**config.mk**
```make
export PLATFORM = sky130hd
export DESIGN_NAME = axi4_slave_write_resp_channel
export DESIGN_NICKNAME = d
export VERILOG_FILES = /design/src/rtl/axi4_slave_pkg.sv /design/src/rtl/axi4_resp_fifo.sv /design/src/rtl/axi4_slave_write_resp_channel.sv
export SDC_FILE = /design/constraint.sdc
export NUM_CORES = 1
export LEC_CHECK = 0
export CAP_MARGIN = 20
export CORE_MARGIN = 3
export CORE_UTILIZATION = 40
export DETAILED_ROUTE_END_ITERATION = 10
export GPL_TIMING_DRIVEN = 1
export PLACE_DENSITY = 0.71
export SYNTH_ARGS = -nofsm -noshare
export SYNTH_HDL_FRONTEND = slang
export SYNTH_SLANG_ARGS = --single-unit
export TNS_END_PERCENT = 50
```
**constraint.sdc**
```tcl
create_clock -name clk -period 4.6 [get_ports clk]
set_input_delay 0.69 -clock clk [delete_from_list [all_inputs] [get_ports clk]]
set_output_delay 0.69 -clock clk [all_outputs]
set_load 0.02 [all_outputs]
```
**src/rtl/axi4_slave_pkg.sv**
```systemverilog
// ---------------------------------------------------------------------------
// axi4_slave_pkg
// Shared definitions for the AXI4 slave write-path blocks.
//   - AXI B-channel response codes (OKAY / EXOKAY / SLVERR / DECERR)
//   - b_state_t : state of the B-channel presentation FSM
// No ports; imported with `import axi4_slave_pkg::*;`.
// ---------------------------------------------------------------------------
package axi4_slave_pkg;

    // AXI response codes carried on b_bresp / bresp
    localparam logic [1:0] OKAY   = 2'b00;
    localparam logic [1:0] EXOKAY = 2'b01;
    localparam logic [1:0] SLVERR = 2'b10;
    localparam logic [1:0] DECERR = 2'b11;

    // B-channel presentation state
    //   B_IDLE    : nothing queued, bvalid low
    //   B_PRESENT : head response driven, waiting for bready
    //   B_STALLED : head response driven, master has stalled past the timeout
    typedef enum logic [1:0] {
        B_IDLE    = 2'd0,
        B_PRESENT = 2'd1,
        B_STALLED = 2'd2
    } b_state_t;

endpackage

```
**src/rtl/axi4_resp_fifo.sv**
```systemverilog
// ---------------------------------------------------------------------------
// axi4_resp_fifo
// Generic synchronous FIFO holding queued B responses ({id, resp}).
// Read data is the entry at the read pointer (show-ahead), so the head is
// visible as soon as count_o is non-zero.
// Ports:
//   clk      in   clock
//   rst      in   synchronous active-high reset (pointers, count, storage -> 0)
//   push_i   in   write data_i at the tail this cycle
//   pop_i    in   drop the head entry this cycle
//   data_i   in   WIDTH  entry to write
//   data_o   out  WIDTH  head entry
//   count_o  out  entries held, 0..DEPTH
//   full_o   out  count_o == DEPTH
//   empty_o  out  count_o == 0
// ---------------------------------------------------------------------------
module axi4_resp_fifo
    import axi4_slave_pkg::*;
#(
    parameter int WIDTH = 6,
    parameter int DEPTH = 4
) (
    input  logic                           clk,
    input  logic                           rst,
    input  logic                           push_i,
    input  logic                           pop_i,
    input  logic [WIDTH-1:0]               data_i,
    output logic [WIDTH-1:0]               data_o,
    output logic [$clog2(DEPTH+1)-1:0]     count_o,
    output logic                           full_o,
    output logic                           empty_o
);

    localparam int PTR_W = $clog2(DEPTH);
    localparam int CNT_W = $clog2(DEPTH+1);

    logic [WIDTH-1:0] mem_q [DEPTH];
    logic [PTR_W-1:0] wrPtr_q, wrPtr_d;
    logic [PTR_W-1:0] rdPtr_q, rdPtr_d;
    logic [CNT_W-1:0] count_q, count_d;
    logic             pushEn;
    logic             popEn;

    // Guard against a pop on an empty queue or a push into a full queue
    // that is not being drained in the same cycle; callers normally gate
    // these already, so this only protects the pointers.
    assign popEn  = pop_i && (count_q != '0);
    assign pushEn = push_i && ((count_q != CNT_W'(DEPTH)) || popEn);

    // Pointer and occupancy next-state. DEPTH is a power of two, so the
    // pointers wrap from DEPTH-1 to 0 by plain overflow.
    always_comb begin
        wrPtr_d = wrPtr_q;
        rdPtr_d = rdPtr_q;
        count_d = count_q;
        if (pushEn) begin
            wrPtr_d = wrPtr_q + PTR_W'(1);
        end
        if (popEn) begin
            rdPtr_d = rdPtr_q + PTR_W'(1);
        end
        if (pushEn && !popEn) begin
            count_d = count_q + CNT_W'(1);
        end else if (popEn && !pushEn) begin
            count_d = count_q - CNT_W'(1);
        end
    end

    // Storage and pointer registers. Storage is cleared on reset so the
    // head reads as zero until the first push.
    always_ff @(posedge clk) begin
        if (rst) begin
            wrPtr_q <= '0;
            rdPtr_q <= '0;
            count_q <= '0;
            for (int i = 0; i < DEPTH; i++) begin
                mem_q[i] <= '0;
            end
        end else begin
            wrPtr_q <= wrPtr_d;
            rdPtr_q <= rdPtr_d;
            count_q <= count_d;
            if (pushEn) begin
                mem_q[wrPtr_q] <= data_i;
            end
        end
    end

    assign data_o  = mem_q[rdPtr_q];
    assign count_o = count_q;
    assign full_o  = (count_q == CNT_W'(DEPTH));
    assign empty_o = (count_q == '0);

endmodule

```
**src/rtl/axi4_slave_write_resp_channel.sv**
```systemverilog
// ---------------------------------------------------------------------------
// axi4_slave_write_resp_channel
// AXI4 slave B-channel stage. Queues responses produced by the write data
// channel (one-cycle b_transfer_done pulse) so that channel never waits on
// bready, and presents them in order with a full BVALID/BREADY handshake.
// Flags dropped pushes (queue overflow) and a master that holds bready low
// for TIMEOUT_CYCLES consecutive cycles while a response is pending.
// Ports:
//   clk              in   clock
//   rst              in   synchronous active-high reset
//   b_transfer_done  in   push pulse, qualifies b_bid / b_bresp
//   b_bid            in   ID_WIDTH  ID of the completed burst
//   b_bresp          in   2         response of the completed burst
//   bready           in   master ready
//   bvalid           out  response valid (queue non-empty)
//   bid              out  ID_WIDTH  head response ID
//   bresp            out  2         head response code
//   resp_count       out  responses held, 0..RESP_DEPTH
//   resp_full        out  resp_count == RESP_DEPTH
//   resp_overflow    out  sticky, a push was dropped
//   b_timeout        out  sticky, bready stall reached TIMEOUT_CYCLES
// ---------------------------------------------------------------------------
module axi4_slave_write_resp_channel
    import axi4_slave_pkg::*;
#(
    parameter int ID_WIDTH       = 4,
    parameter int RESP_DEPTH     = 4,
    parameter int TIMEOUT_CYCLES = 256
) (
    input  logic                                clk,
    input  logic                                rst,
    input  logic                                b_transfer_done,
    input  logic [ID_WIDTH-1:0]                 b_bid,
    input  logic [1:0]                          b_bresp,
    input  logic                                bready,
    output logic                                bvalid,
    output logic [ID_WIDTH-1:0]                 bid,
    output logic [1:0]                          bresp,
    output logic [$clog2(RESP_DEPTH+1)-1:0]     resp_count,
    output logic                                resp_full,
    output logic                                resp_overflow,
    output logic                                b_timeout
);

    localparam int CNT_W   = $clog2(RESP_DEPTH+1);
    localparam int STALL_W = $clog2(TIMEOUT_CYCLES+1);
    localparam logic [STALL_W-1:0] STALL_LIMIT = STALL_W'(TIMEOUT_CYCLES-1);
    localparam logic [STALL_W-1:0] STALL_MAX   = STALL_W'(TIMEOUT_CYCLES);

    b_state_t             state_q, state_d;
    logic [STALL_W-1:0]   stallCnt_q, stallCnt_d;
    logic                 overflow_q;
    logic                 timeout_q;

    logic [ID_WIDTH+1:0]  fifoRdata;
    logic [CNT_W-1:0]     fifoCount;
    logic                 fifoFull;
    logic                 fifoEmpty;
    logic                 pushEn;
    logic                 popEn;
    logic                 dropEn;
    logic                 leavesEmpty;
    logic                 timeoutHit;

    // bvalid comes straight from the registered occupancy, so it never
    // depends combinationally on bready or the push input.
    assign bvalid = !fifoEmpty;
    assign popEn  = bvalid && bready;
    // A full queue still accepts a push when the head leaves this cycle.
    assign pushEn = b_transfer_done && (!fifoFull || popEn);
    assign dropEn = b_transfer_done && fifoFull && !popEn;
    assign leavesEmpty = popEn && !pushEn && (fifoCount == CNT_W'(1));

    axi4_resp_fifo #(
        .WIDTH (ID_WIDTH + 2),
        .DEPTH (RESP_DEPTH)
    ) u_resp_fifo (
        .clk     (clk),
        .rst     (rst),
        .push_i  (pushEn),
        .pop_i   (popEn),
        .data_i  ({b_bid, b_bresp}),
        .data_o  (fifoRdata),
        .count_o (fifoCount),
        .full_o  (fifoFull),
        .empty_o (fifoEmpty)
    );

    // Next state for the presentation FSM and the bready stall counter.
    // The stall counter restarts on every handshake and saturates so a
    // very long stall cannot wrap it back below the limit.
    always_comb begin
        state_d    = state_q;
        stallCnt_d = stallCnt_q;
        timeoutHit = 1'b0;

        if (!bvalid || popEn) begin
            stallCnt_d = '0;
        end else if (stallCnt_q != STALL_MAX) begin
            stallCnt_d = stallCnt_q + STALL_W'(1);
        end

        case (state_q)
            B_IDLE: begin
                if (pushEn) begin
                    state_d = B_PRESENT;
                end
            end
            B_PRESENT: begin
                if (popEn) begin
                    if (leavesEmpty) begin
                        state_d = B_IDLE;
                    end
                end else if (stallCnt_q == STALL_LIMIT) begin
                    state_d    = B_STALLED;
                    timeoutHit = 1'b1;
                end
            end
            B_STALLED: begin
                // The timeout only reports; the entry stays until taken.
                if (popEn) begin
                    state_d = leavesEmpty ? B_IDLE : B_PRESENT;
                end
            end
            default: begin
                state_d = B_IDLE;
            end
        endcase
    end

    // State, stall counter and the two sticky error flags.
    always_ff @(posedge clk) begin
        if (rst) begin
            state_q    <= B_IDLE;
            stallCnt_q <= '0;
            overflow_q <= 1'b0;
            timeout_q  <= 1'b0;
        end else begin
            state_q    <= state_d;
            stallCnt_q <= stallCnt_d;
            overflow_q <= overflow_q | dropEn;
            timeout_q  <= timeout_q | timeoutHit;
        end
    end

    assign bid           = fifoRdata[ID_WIDTH+1:2];
    assign bresp         = fifoRdata[1:0];
    assign resp_count    = fifoCount;
    assign resp_full     = fifoFull;
    assign resp_overflow = overflow_q;
    assign b_timeout     = timeout_q;

endmodule

```
Word-level counts from Yosys, hierarchy flattened
Memories as Yosys holds them, arrays and structs flattened. A register that Yosys moved wholly into a read port is not among the register bits.
Cells that the tools add are included.

storage, ports and cells
  bits in registers = 20
  RAM bits = 24
  input bits = 10
  output and inout bits = 13
  word-level logic and storage cells = 74
  memories = 1

operators by class
  add/sub/neg operators = 5
  equal/unequal tests = 11
  muxes and demuxes = 22
  bitwise logic cells = 2
  reductions and logical operators = 26

memory list
  memory             words  bits a word  read ports  clocked after memory_dff  wr ports  RTL line              source
  u_resp_fifo.mem_q  4      6            1           1                         4         axi4_resp_fifo.sv:37  logic [WIDTH-1:0] mem_q [DEPTH];

operator list
  operator                                              number
  2-to-1 mux 2 bit                                      8
  logical AND 1 bit                                     10
  2-to-1 mux 1 bit                                      10
  adder 9 x 1 -> 9 bit (second input constant)          1
  equality test 9 x 8 -> 1 bit (second input constant)  1
  inequality test 3 bit (second input constant)         3
  inequality test 9 bit (second input constant)         1
  zero test 1 bit                                       6
  2-to-1 mux 3 bit                                      2
  2-to-1 mux 6 bit                                      1
  case mux 2 bit (3 select lines)                       1
  OR reduction 6 bit                                    1
  adder 2 x 1 -> 2 bit (second input constant)          2
  inequality test 2 bit (second input constant)         2
  AND reduction 4 bit                                   1
  adder 3 x 1 -> 3 bit (second input constant)          1
  equality test 3 x 1 -> 1 bit (second input constant)  1
  equality test 3 bit (second input constant)           1
  zero test 3 bit                                       1
  logical OR 1 bit                                      3
  nonzero test 3 bit                                    1
  subtractor 3 x 1 -> 3 bit (second input constant)     1
  equality test 2 x 1 -> 1 bit (second input constant)  1
  equality test 2 bit (second input constant)           1
  other kinds (4)                                       5

Logic depth before layout (Yosys ltp)
  depth in word-level cells = 11
  gate-level depth with buffers = 10
  mapped depth without buffers = 10

Hierarchy
A second synthesis with hierarchy kept.

second synthesis, totals
  cells, all modules = 185
  area total of the unflattened synthesis = 2,135.8 um2

modules (own cells, without submodules)
  module                         times used  cells each  area each (um2)  seq. area each (um2)
  axi4_resp_fifo                 1           107         1,485.2          900.9
  axi4_slave_write_resp_channel  1           78          650.6            260.2

Least setup slack after synthesis
Ideal clock, no wire load.

  kind = flip-flop to flip-flop
  from = register u_resp_fifo.count_q[0], in the netlist u_resp_fifo.count_o[0]
  to = register u_resp_fifo.count_q[2], in the netlist u_resp_fifo.count_o[2]
  library setup time = 0.071 ns
  arrival time = 2.076 ns
  data required time = 4.529 ns
  slack = 2.453 ns
  cell stages (with the launch flop) = 8
  buffers on the path = 0
  clock period less this slack = 2.147 ns
  cell sequence = dfxtp_1 -> inv_1 -> ha_1 -> nand2b_1 -> nand2_1 -> ha_1 -> or3_1 -> a21oi_1

on the way
  cells in the longest elaborated chain, start to end = 9
  elaborated cells between the ends (all ways) = 21
  those cells by class = 2 x add/sub; 2 x eq/ne; 2 x mux; 15 x reduce/logical

ends and longest elaborated chain
  what                                                   RTL line                                                   source
  from (decl)                                            axi4_resp_fifo.sv:40                                       logic [CNT_W-1:0] count_q, count_d;
  from (signal assigned)                                 axi4_resp_fifo.sv:82                                       count_q <= count_d;
  zero test 3 bit *                                      axi4_resp_fifo.sv:92                                       assign empty_o = (count_q == '0);
  zero test 1 bit *                                      axi4_slave_write_resp_channel.sv:67                        assign bvalid = !fifoEmpty;
  named net bvalid                                       axi4_slave_write_resp_channel.sv:36                        output logic bvalid,
  logical AND 1 bit *                                    axi4_slave_write_resp_channel.sv:68                        assign popEn = bvalid && bready;
  logical OR 1 bit or logical AND 1 bit (tied branches)  axi4_slave_write_resp_channel.sv:70, axi4_resp_fifo.sv:47
  logical AND 1 bit or logical OR 1 bit (tied branches)  axi4_slave_write_resp_channel.sv:70, axi4_resp_fifo.sv:48
  logical AND 1 bit                                      axi4_resp_fifo.sv:48                                       assign pushEn = push_i && ((count_q != CNT_W'(DEPTH)) || popEn);
  zero test 1 bit                                        axi4_resp_fifo.sv:64                                       end else if (popEn && !pushEn) begin
  logical AND 1 bit                                      axi4_resp_fifo.sv:64
  nonzero test 2 bit (no line)                           --

The timed path passes the listed nets; every way through them passes the cells marked *. The select of a mux whose other input is x is not followed.
A chain may end at the register's enable or synchronous reset.

==> run metrics <==
critical-path cell with the highest stage delay dfxtp_1; Die Footprint 6140 um^2; n_diodes 0; setup slack, reg-to-reg 2510 ps; Worst R2R Start u_resp_fifo.count_o[0]; HP Class reg -> reg; Placed Cells 264; min-delay src b_timeout; max-capacitance violation count 0; io pins 23; CP Cell Sequence mux4_2 -> clkdlybuf4s50_1; Crit Path Max Fanout 6; YS warnings 0; Post-DRT Antenna Nets 0; f_max 372 MHz; most common cell after layout, fill and taps aside and2_1; share of the yosys chip area belonging to registers 55.4%; Final Util 50.7%; Syn Inst Count 178; first-pass GRT wire length 6330 um; setup violators final 0; Syn Nets 196; Final nets 222; Final min period 2690 ps; DRC 0; pin count of the biggest net entering global routing 23; Routed WL per cell 13.4 um; Final Wtd Congestion 0.774; skew final 11.1 ps; clk_lat worst skew 300 ps; Rel. slew slack 48.6%; peak per-stage delay on the critical path 580 ps; kind of cell adding the most delay to the critical path flip-flops; Worst R2R End u_resp_fifo.count_o[2]; hold_buf cts 0; worst hold stages 2; Post-DP HPWL 2670 um; CTS clk-pin slew, worst paths 80 ps; reg2reg path depth 8; initial antenna violation count 0; Core Rows 25; CTS root buffer clkbuf_8; leak pwr 0.917 nW; Peak VDD IR 0.327 mV; Seq. cell area 1160 um^2; Worst Path Buf+Inv 1; drt total wl 3650 um; commonest cells after routing, fill and taps aside and2_1, edfxtp_1, dfxtp_1, clkdlybuf4s50_1, nor2_1; worst-margin pin slew 769 ps; pwr dens 461 nW/um^2; via count of the routed design 1,344; CP endpoint kind output pin; crit path kind reg -> out; outcome finished clean; Post-synth EDFFs 24; register bit total from synthesis 46; Finished Layout Cells 272; Tot GR Track Use 13.3%; fraction of registers with async set or reset after synthesis 0%; Synth Area per Inst 11.8 um^2; Starting Density 42.9%; share of layout cells above drive strength 1 9.27%; Worst EP arrival 2000 ps; Mapped Area 2100 um^2; period utilisation layout 58.5%; Yosys cell types 31; critical path required time 3910 ps; CTS Buf Count 5; htree depth 2; final hold violations 0; via/cell ratio 4.94; CTS sink cnt 46; Fin Setup TNS 0 ps; RSZ-0062 raised after global routing no; Max Buffers Root-to-Sink 2; CTS resizes 0; Area Overhead vs Synth 18.0%; Fin Hold WS 474 ps; Die Width 78.4 um; Core Footprint 4880 um^2; Critical Path Start Type register; CTS tree yes; Final Slew Violations 0; drt initial violations 82; total congestion overflow 0; number of global-route vias before repair 1,315; hold path endpoint b_timeout; # fillers 463; Die Ht 78.4 um; post-CTS setup buffer count 0; Multi-input gate area 888 um^2; Synth Flop Type edfxtp_1; number of buffers added on ports 22; DRT Pass-1 Iters 4
==> through the flow <==
step / cell area (um^2) / setup WS [ps] / power (mW)
6_report: 2470 / 1910 / 1.14
5_1_grt: 2470 / 1830 / 1.21
4_1_cts: 2470 / 1880 / 1.16
3_5_place_dp: 2390 / 1890 / 0.913
3_3_place_gp: 2390 / 1970 / 0.908
2_1_floorplan: 2100 / 2450 / 0.777
==> cell families (layout without fill, tap and decap cells) <==
group                      count (synthesis)  after routing  share of synthesized area (%)
xor gates and xnor gates                  12             12                           5.02
buffers and inverters                     12             39                           2.21
AOI/OAI and AO/OA                         14             14                           4.18
adders and majority gates                  8              8                           4.78
and+or+nand+nor                           79             79                           21.5
muxes                                      7              7                           6.93
DFF                                       46             46                           55.4
==> sequential cells by signal, indices dropped and copies added (netlist names), named ones only <==
name	count
u_resp_fifo.rdPtr_q	2
u_resp_fifo.count_o	3
stallCnt_q	9
u_resp_fifo.wrPtr_q	2
state_q	2
resp_overflow	1
u_resp_fifo.mem_q	24
b_timeout	1
==> Yosys cell counts, types with 5 or more instances <==
cell type / number / area, um^2
and2_1: 25 / 156
inv_1: 9 / 33.8
a21oi_1: 7 / 35.0
nand2_1: 7 / 26.3
mux4_2: 6 / 135
xor2_1: 9 / 78.8
nand2b_1: 5 / 31.3
nand3_1: 7 / 35.0
edfxtp_1: 24 / 721
nor2_1: 18 / 67.6
dfxtp_1: 22 / 440
ha_1: 8 / 100
==> layout make-up <==
class,count,share of cell area [%]
clock buffer,6,2.93
clock inverter,2,0.556
inverter,9,1.37
multi-input combinational,120,35.9
sequential,46,46.9
tap,67,3.39
timing repair buffer,22,8.90
==> routing by layer <==
metal  track usage [%]  vias to the layer above  share of wire, %
li1                  -                      667                 -
met1              17.3                      640                47
met2              21.4                       32                47
met3              4.13                        5               4.3
met4              3.67                        0               1.2
met5                 0                        -                 0
==> worst max path at each step <==
stage / from / endpoint / slack (ps) / depth (start not counted)
after CTS: register / bid[1] / 1880 / 2
after global routing: register / bid[2] / 1830 / 2
after detailed placement: rst / u_resp_fifo.mem_q[2][1] / 1890 / 3
final: register / bid[2] / 1910 / 2
after global placement: rst / u_resp_fifo.mem_q[0][0] / 1970 / 3
after floorplan: u_resp_fifo.count_o[0] / u_resp_fifo.count_o[2] / 2450 / 7
==> worst reg2reg max path, cell delays in order (launching register included) <==
cell and delay (ps):
dfxtp_1 420, inv_1 90, ha_1 240, nand3b_1 160, nand2_1 160, inv_1 130
ha_1 290, or3_1 380, a21oi_1 140
==> power breakdown <==
part	leakage (nW)	switching, mW	internal (mW)
clock network	0.0413	0.135	0.107
registers	0.429	0.0525	0.485
logic	0.447	0.176	0.183
No activity file was read; power rests on OpenSTA's default activity.
